==> config.mk <==
export PLATFORM = sky130hd
export DESIGN_NAME = byte_serializer_8to1
export DESIGN_NICKNAME = d
export VERILOG_FILES = /design/src/rtl/byte_serializer_8to1.sv
export SDC_FILE = /design/constraint.sdc
export NUM_CORES = 1
export LEC_CHECK = 0
export CAP_MARGIN = 30
export CORE_MARGIN = 5
export CORE_UTILIZATION = 44
export CTS_CLUSTER_DIAMETER = 40
export DETAILED_ROUTE_END_ITERATION = 10
export PLACE_DENSITY = 0.75
export SYNTH_ARGS = -nofsm -noshare
export SYNTH_HDL_FRONTEND = slang
export SYNTH_SLANG_ARGS = --single-unit
==> constraint.sdc <==
create_clock -name clock -period 2.3 [get_ports clock]
set_input_delay 0.46 -clock clock [delete_from_list [all_inputs] [get_ports clock]]
set_output_delay 0.46 -clock clock [all_outputs]
set_load 0.05 [all_outputs]
==> src/rtl/byte_serializer_8to1.sv <==
// Parallel-to-serial byte converter: loads a byte over valid/ready and emits it one bit
// per accepted beat, with an optional trailing even-parity beat and a live 3-bit select code.
module byte_serializer_8to1 #(
  parameter bit MSB_FIRST = 1'b0,
  parameter bit PARITY_EN = 1'b0
) (
  input  logic       clock,
  input  logic       reset,
  input  logic [7:0] x7_x0,
  input  logic       load_valid,
  output logic       load_ready,
  output logic       z0,
  output logic       z0_valid,
  input  logic       z0_ready,
  output logic [2:0] b2_b0,
  output logic       last
);

  localparam logic [2:0] START_IDX = MSB_FIRST ? 3'd7 : 3'd0;
  localparam logic [2:0] END_IDX   = MSB_FIRST ? 3'd0 : 3'd7;

  typedef enum logic [1:0] {IDLE, SEND, PAR} state_t;

  state_t     state;
  logic [7:0] byte_reg;
  logic       parity_reg;
  logic [2:0] next_idx;

  always_comb begin
    next_idx = MSB_FIRST ? (b2_b0 - 3'd1) : (b2_b0 + 3'd1);
  end

  // All outputs are registered, so each branch loads the values for the state being entered.
  always_ff @(posedge clock) begin
    if (reset) begin
      state      <= IDLE;
      byte_reg   <= '0;
      parity_reg <= 1'b0;
      b2_b0      <= START_IDX;
      z0         <= 1'b0;
      z0_valid   <= 1'b0;
      last       <= 1'b0;
      load_ready <= 1'b0;
    end else begin
      case (state)
        IDLE: begin
          load_ready <= 1'b1;
          if (load_valid && load_ready) begin
            byte_reg   <= x7_x0;
            parity_reg <= ^x7_x0;
            b2_b0      <= START_IDX;
            z0         <= x7_x0[START_IDX];
            z0_valid   <= 1'b1;
            last       <= 1'b0;
            load_ready <= 1'b0;
            state      <= SEND;
          end
        end
        SEND: begin
          if (z0_ready) begin
            if (b2_b0 != END_IDX) begin
              b2_b0 <= next_idx;
              z0    <= byte_reg[next_idx];
              last  <= (next_idx == END_IDX) && !PARITY_EN;
            end else if (PARITY_EN) begin
              b2_b0 <= START_IDX;
              z0    <= parity_reg;
              last  <= 1'b1;
              state <= PAR;
            end else begin
              b2_b0      <= START_IDX;
              z0         <= 1'b0;
              z0_valid   <= 1'b0;
              last       <= 1'b0;
              load_ready <= 1'b1;
              state      <= IDLE;
            end
          end
        end
        PAR: begin
          if (z0_ready) begin
            z0         <= 1'b0;
            z0_valid   <= 1'b0;
            last       <= 1'b0;
            load_ready <= 1'b1;
            state      <= IDLE;
          end
        end
        default: begin
          state      <= IDLE;
          b2_b0      <= START_IDX;
          z0         <= 1'b0;
          z0_valid   <= 1'b0;
          last       <= 1'b0;
          load_ready <= 1'b0;
        end
      endcase
    end
  end

endmodule

Yosys cells after proc, flatten, opt, wreduce, memory -nomap -nowiden:

Index checks and enable logic that the tools add are counted.

* output and inout bits: 7
* register bits: 17

* eq/ne operators: 8
* bitwise gates (word level): 1
* add/subtract/negate cells: 1
* order comparisons: 1
* reduce and logical (&&, ||, !) cells: 7
* mux-type cells: 29

Operators with widths (number)
* two-way mux 1 bit: 15
* case mux 1 bit (3 select lines): 4
* two-way mux 3 bit: 3
* case mux 3 bit (3 select lines): 1
* AND reduction 3 bit: 3
* two-way mux 2 bit: 4
* inequality test 2 bit, second input constant: 4
* case mux 2 bit (3 select lines): 1
* < comparator 3 x 4 -> 1 bit, second input constant: 1
* AND reduction 4 bit: 1
* adder 3 x 1 -> 3 bit, second input constant: 1
* binary-select mux 1 bit (select 3 bit): 1
* equality test 3 bit, second input constant: 1
* inequality test 3 bit, second input constant: 1
* equality test 2 x 1 -> 1 bit, second input constant: 1
* equality test 2 bit, second input constant: 1
* logical NOT 2 bit: 1
* AND reduction 2 bit: 1
* logical AND 1 bit: 1
* NOT 1 bit: 1

Longest topological paths before layout:

Gate-level depths: netlist of the first run.

* depth in word-level cells: 6
* depth in mapped cells: 5

Worst setup path after synthesis of the first run:

No wires, ideal clock.

* path type: reg-to-reg
* from: register b2_b0[0]
* to: register z0
* slack: 0.347 ns
* cell stages (with the launch flop): 6
* data arrival time: 1.824 ns
* cells stage by stage: dfxtp_1 inv_1 ha_1 mux4_1 nand3b_1 a311oi_1

* word-level cells in the longest chain between the ends: 6

RTL lines
* from (decl): line 15 `output logic [2:0] b2_b0,`
* from (signal assigned): line 62 `b2_b0 <= next_idx;`
* adder 3 x 1 -> 3 bit: line 30 `next_idx = MSB_FIRST ? (b2_b0 - 3'd1) : (b2_b0 + 3'd1);`
* binary-select mux 1 bit (select 3 bit): line 63 `z0 <= byte_reg[next_idx];`
* two-way mux 1 bit (implied by the code): line 63
* two-way mux 1 bit *: line 61 `if (b2_b0 != END_IDX) begin`
* two-way mux 1 bit *: line 60 `if (z0_ready) begin`
* case mux 1 bit (3 select lines) *: line 45 `case (state)`
* to (signal assigned): line 52 `z0 <= x7_x0[START_IDX];`
* to (signal assigned): line 63
* to (signal assigned): line 67 `z0 <= parity_reg;`
* to (decl): line 12 `output logic z0,`

Mark *: on every way between the ends. The rest lies on a longest branch, timed or not. The select of a mux whose other input is x is not followed.
A chain may end at the register's enable or synchronous reset.

Worst setup path in the final report of the first run:

* from: register b2_b0[0]
* to: output port b2_b0[0]

No word-level cell between the ends.

==> results.ini, run 1 <==
[logic_synthesis]
synth_cells=75
yosys.area.top_type=dfxtp_1
synth_area_leaders=dfxtp_1, nand2_1, a21oi_1, mux4_1, ha_1
yosysMostFrequentCell=nand2_1
synth_ff_type=dfxtp_1
ys_types=22
synth_top_area_frac=0.4494
synth_area_um2=668.1
synth_seq_area_share=0.4494
ys_ff_latch=15
postSynthAreaPerCell_um2=8.909
ys_warn_count=0
synthArstFlopShare=0
synth_edf_count=0
netlist_top_cells_count=nand2_1, dfxtp_1, a21oi_1
syn_nets=90

[final_layout]
final_nets=110
instances_no_fill=110
stdcell_area_um2=880.8
fin_util=0.5986
largest_reg_flops=8
drive_gt1_frac=0.04255
insertedDiodeCount=0
area_growth_pct=31.84

[timing]
timing.setup.tns_ns=0
fmax_mhz=489.8
rsz0062_at_grt=false
worst_slack_ns=0.2585
fin_crit_ns=2.041
setup_viol=0
max_slew_margin=0.6502
post-route-period-util=0.8876
finalClockSkew_ns=0.001190
finalHoldViolCount=0
holdWs_ns=0.4543
finalMaxSlewViolations=0
worst_pin_slew_ns=0.5230

[worst_setup_path]
r2r_start=b2_b0[0]$_SDFFE_PP0P_
slowest_stage=clkdlybuf4s50_1
cp-start-kind=flip-flop
critPathTopFamily=buffers and inverters
endpoint_kind=primary output
crit_fanout=7
cp.buffers_inverters=1
cp_data_arrival_time_ns=1.58
startpoint=b2_b0[0]$_SDFFE_PP0P_
worstPathRequired_ns=1.84
cp_slowest_stage_delay_ns=0.85
critPathKind=reg2out
worstPathCellList=clkdlybuf4s50_1

[cts]
cts-root-buf=clkbuf_4
clk_pin_slew_worst_paths_ns=0.08
cts_buffers=3
cts_hold_buf=0
clock-sinks=15
cts_setup_buffers=0
h-tree-depth=1
clockBufferDepth=2
clk_latency_ns=0.28
cts_resized=0
cts_tree=yes

[floorplanning]
rows=14
ioPinCount=19
die_h_um=48.97
core_area_mm2=0.001471
initial_core_util=0.4541
die_w_um=48.97
dieArea_mm2=0.002398

[placed_design]
hpwl_um=978.9
post_dp_cell_area_um2=854.6
place.gp.congestion=0.8369
dp_cells=106
port_buffers=18
dp_slack_ns=0.4414

[grt]
overflow=0
grt_pass1_wl_um=2132
grt_max_degree=16
grt_antenna_before_repair=0
grt_pass1_vias=490
grt_use_total=0.1157

[power_and_ir_drop]
power_mw=0.5241
leakagePower_nw=0.3279
p_per_area_mw_per_mm2=595.0
peakVddDrop_v=0.0003284

[status]
status=complete, no violations

[min_path]
min_path_type=reg2reg
holdCritStartpoint=byte_reg[4]$_SDFFE_PP0P_

[drt]
drc=0
dr.pass1.iters=4
ant_nets=0
post_drt_wl_per_cell_um=11.95
wirelength_um=1314
dr_total_vias=572
routed_via_density=5.200
drt_iter0_drc=8

[run]
drv_cap=0

-- logic make-up (layout without fill, tap and decap cells) --
| group | Yosys count | count (layout) | share of synthesized area |
|---|---|---|---|
| and+or+nand+nor | 34 | 34 | 0.2453 |
| muxes | 2 | 2 | 0.07865 |
| AOI/OAI and AO/OA | 17 | 17 | 0.1442 |
| buffers and inverters | 4 | 23 | 0.02621 |
| adders and majority gates | 3 | 3 | 0.05619 |
| DFF | 15 | 15 | 0.4494 |
-- layer usage --
layer	global-route usage	part of all wire
met2	0.1783	0.45
met5	0	0
met1	0.1301	0.45
met4	0.08072	0.022
met3	0.04281	0.078
-- final timing paths --
kind,endpoint,slack (ns),cells past startpoint
setup / recovery,b2_b0[0],0.26,1
hold / removal,byte_reg[4]$_SDFFE_PP0P_,0.45,2
setup reg to reg,z0$_SDFFE_PP0P_,0.51,5
hold reg to reg,byte_reg[4]$_SDFFE_PP0P_,0.45,2
-- where the power goes --
group | internal [mW] | total [mW] | leakage (nW) | switching (mW)
logic | 0.0430 | 0.0945 | 0.191 | 0.0514
clock network | 0.0674 | 0.148 | 0.0150 | 0.0806
registers | 0.273 | 0.282 | 0.122 | 0.00901
total | 0.383 | 0.524 | 0.328 | 0.141
-- layout by cell type, fill, tap and decap left out, types with 2 or more instances in the layout --
cell type and n:
a21oi_1 12, clkbuf_4 3, clkdlybuf4s50_1 18, dfxtp_1 15, ha_1 3, mux4_1 2, nand2_1 20, nand3_1 4
nand3b_1 2, nor2_1 2
-- layout make-up --
cell class	instances	area, um^2
fill	145	590.6
tap	16	20.02
sequential	15	300.3
timing repair buffer	18	180.2
inverter	1	3.754
clock buffer	4	26.28
multi-input combinational	56	350.3
Note: power is estimated with default switching activity, not from simulation.
==> run 2: changes to the inputs <==
--- a/config.mk
+++ b/config.mk
@@ -6,11 +6,13 @@
 export NUM_CORES = 1
 export LEC_CHECK = 0
 export CAP_MARGIN = 30
-export CORE_MARGIN = 5
-export CORE_UTILIZATION = 44
+export CORE_AREA = 5 5 42 44
 export CTS_CLUSTER_DIAMETER = 40
 export DETAILED_ROUTE_END_ITERATION = 10
-export PLACE_DENSITY = 0.75
+export DIE_AREA = 0 0 47 49
+export DONT_BUFFER_PORTS = 1
+export PLACE_DENSITY = 0.65
+export SKIP_LAST_GASP = 1
 export SYNTH_ARGS = -nofsm -noshare
 export SYNTH_HDL_FRONTEND = slang
 export SYNTH_SLANG_ARGS = --single-unit
==> run 2 against run 1 <==
Compared with the run above:
- non-clock buffer count shrank 13
- combinational power decreased by 36%
- count of clock-buffer cells in the layout fell by 1
- global-route usage rose by 2.4 points
- critical path depth up 4
- sequential share of layout area rose by 6.5 points
- sequential cell count stayed put
- die area decreased by 3.9%
- clock power barely moved
- final area decreased by 16%
- total power down 5.1%
==> results.ini, run 2 (synthesized netlist as in run 1, its figures left out) <==
[run]
drv_cap=0

[worst_setup_path]
cp-start-kind=flip-flop
crit_fanout=7
worstPathCellList=inv_1 > ha_1 > mux4_1 > nand3b_1 > a311oi_1
cp_data_arrival_time_ns=1.89
worst_r2r_path_depth=5
cp_slowest_stage_delay_ns=0.57
critPathKind=reg2reg
slowest_stage=mux4_1
worstPathRequired_ns=2.46
endpoint_kind=flip-flop

[final_layout]
fin_util=0.5277
area_growth_pct=10.67
final_common_cell=nand2_1
fillers=141
drive_gt1_frac=0.1235
stdcell_area_um2=739.5
seq_area_um2=300.3
largest_reg_flops=8
multi_input_area_um2=350.3
final_nets=97
layout_common_cells=nand2_1, dfxtp_1, a21oi_1, buf_4, nand3_1
instances_no_fill=97
insertedDiodeCount=0

[power_and_ir_drop]
leakagePower_nw=0.2897
p_per_area_mw_per_mm2=672.4
power_mw=0.4972
peakVddDrop_v=0.0003147

[timing]
post-route-period-util=0.7519
worst_pin_slew_ns=0.5115
setup_viol=0
holdWs_ns=0.2386
rsz0062_at_grt=false
finalMaxSlewViolations=0
finalClockSkew_ns=0.0006576
fmax_mhz=578.2
finalHoldViolCount=0
fin_crit_ns=1.729
timing.setup.tns_ns=0
max_slew_margin=0.6580
worst_slack_ns=0.5705

[cts]
cts_buffers=3
clk_pin_slew_worst_paths_ns=0.09
cts_tree=yes
cts-root-buf=clkbuf_4
clockBufferDepth=2
h-tree-depth=1
cts_setup_buffers=0
clk_latency_ns=0.27
cts_hold_buf=0
cts_resized=0
clock-sinks=15

[min_path]
min_path_type=in2reg
worstHoldPathCells=1

[floorplanning]
ioPinCount=19
rows=14
die_h_um=49
initial_core_util=0.4768
dieArea_mm2=0.002303
core_area_mm2=0.001401
die_w_um=47

[drt]
routed_via_density=5.433
post_drt_wl_per_cell_um=14.62
ant_nets=0
drc=0
drt_iter0_drc=4
dr_total_vias=527
dr.pass1.iters=2
wirelength_um=1418

[grt]
grt_max_degree=16
grt_pass1_wl_um=2311
grt_use_total=0.1397
grt_antenna_before_repair=0
overflow=0
grt_pass1_vias=534

[placed_design]
dp_cells=93
port_buffers=0
dp_slack_ns=0.5772
place.gp.congestion=0.8689
post_dp_cell_area_um2=711.9
hpwl_um=1089

[status]
status=complete, no violations

==> run 2: cell types whose count changed in the layout (fill, tap and decap cells not counted) <==
| cell | previous run | this run |
|---|---|---|
| buf_4 | 0 | 5 |
| clkbuf_1 | 1 | 0 |
| clkdlybuf4s50_1 | 18 | 0 |
| clkinv_2 | 0 | 1 |
==> run 2: critical path: cells and delay by family, from the launching register on <==
kind	cells	cell delay (ns)
DFF	1	0.44
muxes	1	0.57
AOI/OAI and AO/OA	1	0.09
buffers and inverters	1	0.07
and+or+nand+nor	1	0.10
adders and majority gates	1	0.34
==> run 2: path summary, 6_finish.rpt <==
| kind | from | end | slack (ns) |
|---|---|---|---|
| setup / recovery | b2_b0[0]$_SDFFE_PP0P_ | z0$_SDFFE_PP0P_ | 0.57 |
| setup reg to reg | b2_b0[0]$_SDFFE_PP0P_ | z0$_SDFFE_PP0P_ | 0.57 |
| hold reg to reg | byte_reg[4]$_SDFFE_PP0P_ | byte_reg[4]$_SDFFE_PP0P_ | 0.46 |
| hold / removal | reset | byte_reg[3]$_SDFFE_PP0P_ | 0.24 |
==> run 2: layout make-up <==
cell class	count	share of cell area
Sequential cell	15	0.4061
Clock inverter	1	0.006768
Multi-Input combinational cell	56	0.4738
Clock buffer	3	0.03046
Inverter	1	0.005076
Timing Repair Buffer	5	0.05076
Tap cell	16	0.02707
==> run 2: power breakdown <==
part	internal, mW	switching, mW	total, mW	leakage [nW]
logic	0.0226	0.0376	0.0602	0.150
clock network	0.0644	0.0839	0.148	0.0177
registers	0.273	0.0161	0.289	0.122
==> run 2: layer usage <==
layer,vias to the layer above,global-route usage,share of wire
met2,10,0.2195,0.51
li1,280,-,-
met3,2,0.05166,0.057
met4,0,0.05991,0.0056
met1,235,0.1640,0.43
met5,-,0,0
